File: config.mk
export PLATFORM = sky130hd
export DESIGN_NAME = whack_judge
export DESIGN_NICKNAME = d
export VERILOG_FILES = /design/src/rtl/whack_judge.sv
export SDC_FILE = /design/constraint.sdc
export NUM_CORES = 1
export LEC_CHECK = 0
export ABC_AREA = 1
export ABC_CLOCK_PERIOD_IN_PS = 2000
export BUFFER_PORTS_ARGS = -buffer_cell sky130_fd_sc_hd__clkbuf_2
export CAP_MARGIN = 5
export CORE_MARGIN = 1.5
export CORE_UTILIZATION = 55
export DETAILED_ROUTE_END_ITERATION = 8
export PLACE_DENSITY = 0.78
export SLEW_MARGIN = 40
export SYNTH_ARGS = -nofsm -noshare
export SYNTH_HDL_FRONTEND = slang
export SYNTH_SLANG_ARGS = --single-unit
File: constraint.sdc
create_clock -name clk -period 2 [get_ports clk]
set_input_delay 0.1 -clock clk [delete_from_list [all_inputs] [get_ports clk]]
set_output_delay 0.1 -clock clk [all_outputs]
set_load 0.1 [all_outputs]
File: src/rtl/whack_judge.sv
// whack_judge: judges player whacks against the moles of the current round,
// keeps a saturating BCD score and a lives counter, and runs the
// IDLE / PLAY / OVER game state machine.
// Optional build macro: WRONG_WHACK_PENALTY_EN -- a whack on an empty hole
// costs one life (at most one life per cycle, shared with a round-end miss).
// Handshake: none; start is a single-cycle request, mole_clk is a slow level
// whose rising edge marks a new round, switch toggles in either direction
// are whacks. All outputs are registered.
module whack_judge #(
    parameter int NUM_HOLES    = 18,
    parameter int LIVES        = 3,
    parameter int LIVES_W      = 2,
    parameter int SCORE_DIGITS = 4
) (
    input  logic                      clk,
    input  logic                      rst_n,
    input  logic                      start,
    input  logic                      mole_clk,
    input  logic [NUM_HOLES-1:0]      mole_positions,
    input  logic [NUM_HOLES-1:0]      switches,
    output logic [NUM_HOLES-1:0]      active_moles,
    output logic [4*SCORE_DIGITS-1:0] score_bcd,
    output logic [LIVES_W-1:0]        lives,
    output logic                      hit_pulse,
    output logic                      miss_pulse,
    output logic                      playing,
    output logic                      game_over
);

    localparam int                 SCORE_W    = 4 * SCORE_DIGITS;
    localparam logic [LIVES_W-1:0] LIVES_INIT = LIVES_W'(LIVES);
    localparam logic [LIVES_W-1:0] ONE_LIFE   = LIVES_W'(1);

    typedef enum logic [1:0] {
        IDLE = 2'd0,
        PLAY = 2'd1,
        OVER = 2'd2
    } state_t;

    state_t                r_state;
    logic [NUM_HOLES-1:0]  r_active;
    logic [SCORE_W-1:0]    r_score;
    logic [LIVES_W-1:0]    r_lives;
    logic                  r_hit;
    logic                  r_miss;

    logic                  r_mclk_s1;
    logic                  r_mclk_s2;
    logic                  r_mclk_prev;
    logic [NUM_HOLES-1:0]  r_sw_s1;
    logic [NUM_HOLES-1:0]  r_sw_s2;
    logic [NUM_HOLES-1:0]  r_sw_prev;
    logic [1:0]            r_settle;

    logic                  w_valid;
    logic                  w_tick;
    logic [NUM_HOLES-1:0]  w_wv;
    logic [NUM_HOLES-1:0]  w_hits;
    logic [NUM_HOLES-1:0]  w_residual;
    logic                  w_round_miss;
    logic                  w_lose;
    logic [SCORE_W-1:0]    w_score_inc;

    // BCD ripple increment that holds at all-nines instead of wrapping.
    function automatic logic [SCORE_W-1:0] bcd_inc(input logic [SCORE_W-1:0] v);
        logic [SCORE_W-1:0] res;
        logic               carry;
        logic               all_nines;
        logic [3:0]         d;
        res       = v;
        carry     = 1'b1;
        all_nines = 1'b1;
        for (int i = 0; i < SCORE_DIGITS; i++) begin
            if (v[4*i +: 4] != 4'd9) all_nines = 1'b0;
        end
        if (!all_nines) begin
            for (int i = 0; i < SCORE_DIGITS; i++) begin
                d = v[4*i +: 4];
                if (carry) begin
                    if (d == 4'd9) begin
                        d = 4'd0;
                    end else begin
                        d     = d + 4'd1;
                        carry = 1'b0;
                    end
                end
                res[4*i +: 4] = d;
            end
        end
        return res;
    endfunction

    // Two-flop synchronizers plus previous-value registers; the settle
    // counter blanks edge detection until prev holds a synchronized value,
    // so levels present at reset never look like ticks or whacks.
    always_ff @(posedge clk) begin
        if (!rst_n) begin
            r_mclk_s1   <= 1'b0;
            r_mclk_s2   <= 1'b0;
            r_mclk_prev <= 1'b0;
            r_sw_s1     <= '0;
            r_sw_s2     <= '0;
            r_sw_prev   <= '0;
            r_settle    <= 2'd0;
        end else begin
            r_mclk_s1   <= mole_clk;
            r_mclk_s2   <= r_mclk_s1;
            r_mclk_prev <= r_mclk_s2;
            r_sw_s1     <= switches;
            r_sw_s2     <= r_sw_s1;
            r_sw_prev   <= r_sw_s2;
            if (r_settle != 2'd3) r_settle <= r_settle + 2'd1;
        end
    end

    assign w_valid      = (r_settle == 2'd3);
    assign w_tick       = w_valid & r_mclk_s2 & ~r_mclk_prev;
    assign w_wv         = {NUM_HOLES{w_valid}} & (r_sw_s2 ^ r_sw_prev);
    assign w_hits       = w_wv & r_active;
    assign w_residual   = r_active & ~w_hits;
    assign w_round_miss = w_tick && (w_residual != '0);
    assign w_score_inc  = bcd_inc(r_score);

`ifdef WRONG_WHACK_PENALTY_EN
    logic w_wrong;
    assign w_wrong = ((w_wv & ~r_active) != '0);
    assign w_lose  = w_round_miss | w_wrong;
`else
    assign w_lose  = w_round_miss;
`endif

    // Game state machine: hit judging, round load, life loss and score.
    always_ff @(posedge clk) begin
        if (!rst_n) begin
            r_state  <= IDLE;
            r_active <= '0;
            r_score  <= '0;
            r_lives  <= LIVES_INIT;
            r_hit    <= 1'b0;
            r_miss   <= 1'b0;
        end else begin
            r_hit  <= 1'b0;
            r_miss <= 1'b0;
            case (r_state)
                IDLE, OVER: begin
                    if (start) begin
                        r_state  <= PLAY;
                        r_active <= '0;
                        r_score  <= '0;
                        r_lives  <= LIVES_INIT;
                    end
                end
                PLAY: begin
                    if (w_hits != '0) begin
                        r_hit   <= 1'b1;
                        r_score <= w_score_inc;
                    end
                    // A tick replaces the round; hits were judged against
                    // the outgoing round above.
                    if (w_tick) begin
                        r_active <= mole_positions;
                    end else begin
                        r_active <= r_active & ~w_hits;
                    end
                    if (w_lose) begin
                        r_miss <= 1'b1;
                        if (r_lives != '0) r_lives <= r_lives - ONE_LIFE;
                        if (r_lives <= ONE_LIFE) r_state <= OVER;
                    end
                end
                default: r_state <= IDLE;
            endcase
        end
    end

    assign active_moles = r_active;
    assign score_bcd    = r_score;
    assign lives        = r_lives;
    assign hit_pulse    = r_hit;
    assign miss_pulse   = r_miss;
    assign playing      = (r_state == PLAY);
    assign game_over    = (r_state == OVER);

endmodule
# Yosys cells after proc, flatten, opt, wreduce, memory -nomap -nowiden
# Cells that the tools add are included.
# op_classes
n_reduce_logical	15
n_eq_ne	21
n_mux	36
add_sub_neg	6
n_bitwise	8
magnitude_cmp	1
# ops
cell	n
$and A18 B18 Y18	3
$mux W16	3
$mux W18	2
$pmux W18 S2	1
$reduce_bool A18 Y1	2
$pmux W16 S2	1
$mux W4	7
$not A18 Y18	1
$xor A18 B18 Y18	1
$add A4 B1 Y4 const B	4
$eq A4 B4 Y1 const B	4
$ne A4 B4 Y1 const B	4
$reduce_and A5 Y1	3
$mux W1	14
$ne A2 B1 Y1 const B	7
$mux W2	6
$pmux W2 S2	2
$reduce_and A4 Y1	2
$ne A2 B2 Y1 const B	3
$eq A2 B2 Y1 const B	2
$reduce_and A2 Y1	2
$reduce_bool A2 Y1	2
$reduce_and A3 Y1	1
$add A2 B1 Y2 const B	1
other kinds (8)	9
# totals
regBits	99
input_bits	40
output_inout_bits	40
word_cells	103

# Logic depth before layout (Yosys ltp)
# depth
ltp_word	14
depth_mapped	15
mapped_depth_nobuf	15

# Worst setup path after synthesis
# Ideal clock, no wire load.
# synth_path
path_kind	register to register
from	register r_score[5] (netlist: score_bcd[5])
to	register r_score[10] (netlist: score_bcd[10])
slack_ps	-386
synth_period_minus_slack_ps	2386
required_time_ps	1868
setup_ps	132
path_buffers	0
t_arrival_ps	2254
stages_incl_launch_ff	13
cell_sequence	dfxtp_1 -> inv_1 -> ha_1 -> nand3_1 -> inv_1 -> nand3_1 -> nor2_1 -> nand2_1 -> nand3_1 -> nor3_2 -> nand2_2 -> nand2_1 -> a21oi_1
# synth_via
elab_chain_cells	6
word_cells_on_any_way	11
classes_between	eq/ne: 4; mux: 6; reduce/logical: 1
# synth_rtl
element	line	text
from (decl)	42	logic [SCORE_W-1:0] r_score;
from (signal assigned)	156	r_score <= w_score_inc;
$eq A4 B4 Y1 / $ne A4 B4 Y1 (equally long branches)	80, 74	
$mux W1 (on tied branches)	80, 74	
$mux W1 (on tied branches)	79, 74	
$mux W1 (on tied branches)	76, 74	
$ne A2 B1 Y1 (no line) / $ne A2 B2 Y1 (equally long branches)	--	
$reduce_and A5 Y1 (no line) (*)	--	
# Every way passes the cells marked *; elsewhere a longest branch is shown, timed or not. The select of a mux whose other input is x is not followed.
# A chain may end at the register's enable or synchronous reset.

# Worst setup path after layout
# layout_path
from	register r_settle[1]
to	register r_score[0] (netlist: score_bcd[0])
# layout_via
elab_chain_cells	6
# layout_rtl
element	line	text
from (decl)	53	logic [1:0] r_settle;
from (signal assigned)	112	if (r_settle != 2'd3) r_settle <= r_settle + 2'd1;
$eq A2 B2 Y1	116	assign w_valid = (r_settle == 2'd3);
$and A18 B18 Y18	118	assign w_wv = {NUM_HOLES{w_valid}} & (r_sw_s2 ^ r_sw_prev);
$and A18 B18 Y18	119	assign w_hits = w_wv & r_active;
$reduce_bool A18 Y1	154	if (w_hits != '0) begin
$ne A2 B1 Y1 (no line)	--	
$reduce_and A4 Y1 (no line)	--	
# No other way between the ends.

==> impl_metrics.toml <==
[min_path]
hold_depth = 3
hp-class = "input port to register"

[floorplan]
die_w_um = 92.6
fp-row-count = 32
coreArea_um2 = 7770
die_h_um = 92.6
io_pins = 80
initial_core_util_pct = 56.8
dieArea_um2 = 8570

[cts]
clock-sinks = 99
clk_pin_slew_worst_paths_ps = 90
numCtsBuffers = 9
cts_tree = "yes"
clockBufferDepth = 2
clockRootBuffer = "clkbuf_8"
cts_setup_buffers = 0
clock_latency_ps = 370
cts_max_level = 3

[sta]
rsz0062_at_grt = "yes"
layout_min_cycle_time_ps = 1850
setup_ws_ps = 148
max_slew_margin_pct = 49.3
tightest_slew_ps = 759
hold-worst-slack_ps = 25.2
setup_viol_count_final = 0
skew_ps = 6.46
fmax_mhz = 540
fin_crit_sh_pct = 92.6
hold_viol = 0
drv_slew = 0

[yosys]
syn-num-nets = 671
synth_cell_type_count = 34
synthCells = 620
ys.flop_type = "dfxtp_1"
synth_edf_count = 0
syn_area_um2 = 4410
postSynthAreaPerCell_um2 = 7.12
synthArstFlopShare_pct = 0
ys_seq_area_share_pct = 44.9
yosysWarnings = 0
ys_ff_latch = 99

[outcome]
outcome = "finished, final reports clean"

[global_route]
grt_use_total_pct = 23.7
grt_pass1_wl_um = 16100
grt_pass1_vias = 3727
grt_remaining_overflow = 0
antenna_found_initial = 0
grt_max_degree = 71

[routing]
first_pass_iters = 5
totalWireLength_um = 9730
via_count = 4088
drtIter0Drc = 194
drc_errors = 0
wl_per_cell_um = 11.9
vias_per_cell = 4.98
final_antenna_net_count = 0

[place]
gp_congestion = 0.803
port_buffers = 79
post-dp-hpwl_um = 6810
dp_slack_ps = 52.4

[cells_and_area]
drive_gt1_share_pct = 19.7
final_cell_mix = "nand2_1, inv_1, dfxtp_1, clkbuf_2, a21oi_1"
num-fill-cells = 681
final_common_cell = "nand2_1"
antenna_cells = 0
utilization_pct = 68.9
layout.nets = 766
syn2layout_area_growth_pct = 21.3

[worst_setup_path]
cp.arrival_ps = 2150
critPathLaunchType = "register"
cp-end-kind = "register"
cp_max_fo = 14
crit_type = "register to register"
required_ps = 2300
reg2reg_depth = 13

[power]
p_leak_nw = 2.78
p_switching_w = 0.00161
p_comb_share_pct = 23.7
finalPower_w = 0.00473
seqPwrFrac_pct = 46.0
swShare_pct = 34.1
ir_worst_vdd_mv = 0.446
pwr-share-clk_pct = 30.3
cell_internal_pwr_w = 0.00312
p_per_area_nw_per_um2 = 883

[flow_run]
drv_cap = 0
[metal layers]
layer	share of wire [%]	vias to the layer above	GRT usage [%]
met4	1.5	0	9.62
li1	-	2111	-
met2	50	99	41.4
met3	4.1	11	2.96
met5	0	-	0
met1	45	1867	29.5
[layout make-up]
cell class	count	area (µm²)	area share (%)
multi-input combinational	387	1930	36.0
sequential	99	2000	37.4
inverter	113	424	7.92
clock inverter	5	86.3	1.61
clock buffer	10	138	2.57
tap	102	128	2.38
timing repair buffer	105	646	12.1
[metrics by stage]
step | cells | setup TNS, ps | area [µm²]
3_5_place_dp | 786 | 0 | 4890
5_1_grt | 821 | -31.3 | 5350
2_1_floorplan | 620 | 0 | 4430
6_report | 821 | 0 | 5350
3_3_place_gp | 786 | 0 | 4890
4_1_cts | 820 | 0 | 5310
[kinds of logic (layout without fill, tap and decap cells)]
logic type,count (synthesis),in the layout,synth area share (%)
xor gates and xnor gates,6,6,1.19
DFF,99,99,44.9
adders and majority gates,11,11,3.12
AOI/OAI and AO/OA,82,82,9.78
buffers and inverters,135,233,12.2
and+or+nand+nor,287,288,28.8
[flip-flops by register name, summed over array words and instances (netlist names)]
name / cells
r_sw_s2: 18
score_bcd: 16
r_mclk_s1: 1
miss_pulse: 1
r_mclk_prev: 1
r_sw_s1: 18
r_sw_prev: 18
r_state: 2
r_settle: 2
r_mclk_s2: 1
lives: 2
hit_pulse: 1
active_moles: 18
[worst paths after layout]
kind / from / end / slack (ps)
worst min register to register: r_sw_s1[6]$_SDFF_PN0_ / r_sw_s2[6]$_SDFF_PN0_ / 420
worst max register to register: r_settle[1]$_SDFFE_PN0P_ / score_bcd[0]$_SDFFE_PN0P_ / 150
worst min-delay path: mole_positions[16] / active_moles[16]$_SDFFE_PN0P_ / 30
worst max-delay path: r_settle[1]$_SDFFE_PN0P_ / score_bcd[0]$_SDFFE_PN0P_ / 150
[synthesized netlist by cell type (2+ instances only)]
cell type / count / share of area [%]
xnor2_1: 2 / 0.40
o21ai_0: 26 / 2.9
nand3_1: 29 / 3.3
nor2_2: 2 / 0.28
xor2_1: 4 / 0.79
nor3_1: 9 / 1.0
clkbuf_1: 15 / 1.3
a21oi_1: 47 / 5.3
or2_0: 2 / 0.28
buf_6: 4 / 1.0
nand2_2: 2 / 0.28
nor2_1: 36 / 3.1
dfxtp_1: 99 / 45
ha_1: 11 / 3.1
buf_2: 2 / 0.23
nor2_4: 2 / 0.51
a21oi_2: 2 / 0.40
nand3_4: 3 / 1.2
o211ai_1: 3 / 0.51
inv_2: 4 / 0.34
nand2_1: 176 / 15
or2_2: 2 / 0.28
nand4_1: 19 / 2.7
inv_1: 108 / 9.2
o21ai_1: 2 / 0.23
[worst max-delay path: stages (launching register included)]
cell     delay (ps)
dfxtp_2         360
ha_4            160
buf_6           160
nand2_1          90
nor2_1          120
nand2_1          70
o21ai_1          70
inv_1            60
nand2_2          80
nor2_4           50
nand3_4         150
nand2_4          90
or2_1           220
a21oi_2         110
[power groups by stage]
stage | Clock (W) | Sequential (W) | Combinational, W
floorplan | 0 | 0.00252 | 0.000557
global placement | 0 | 0.00221 | 0.00104
detailed placement | 0 | 0.00222 | 0.00107
CTS | 0.00145 | 0.00217 | 0.00110
global route | 0.00152 | 0.00219 | 0.00123
finish | 0.00143 | 0.00218 | 0.00112
[what timing repair did]
item	in CTS	in global routing
hold buffers	19	0
setup endpoints to repair	0	23
gates resized for setup	0	13
hold endpoints to repair	19	0
Power figures use the tool's default switching activity.
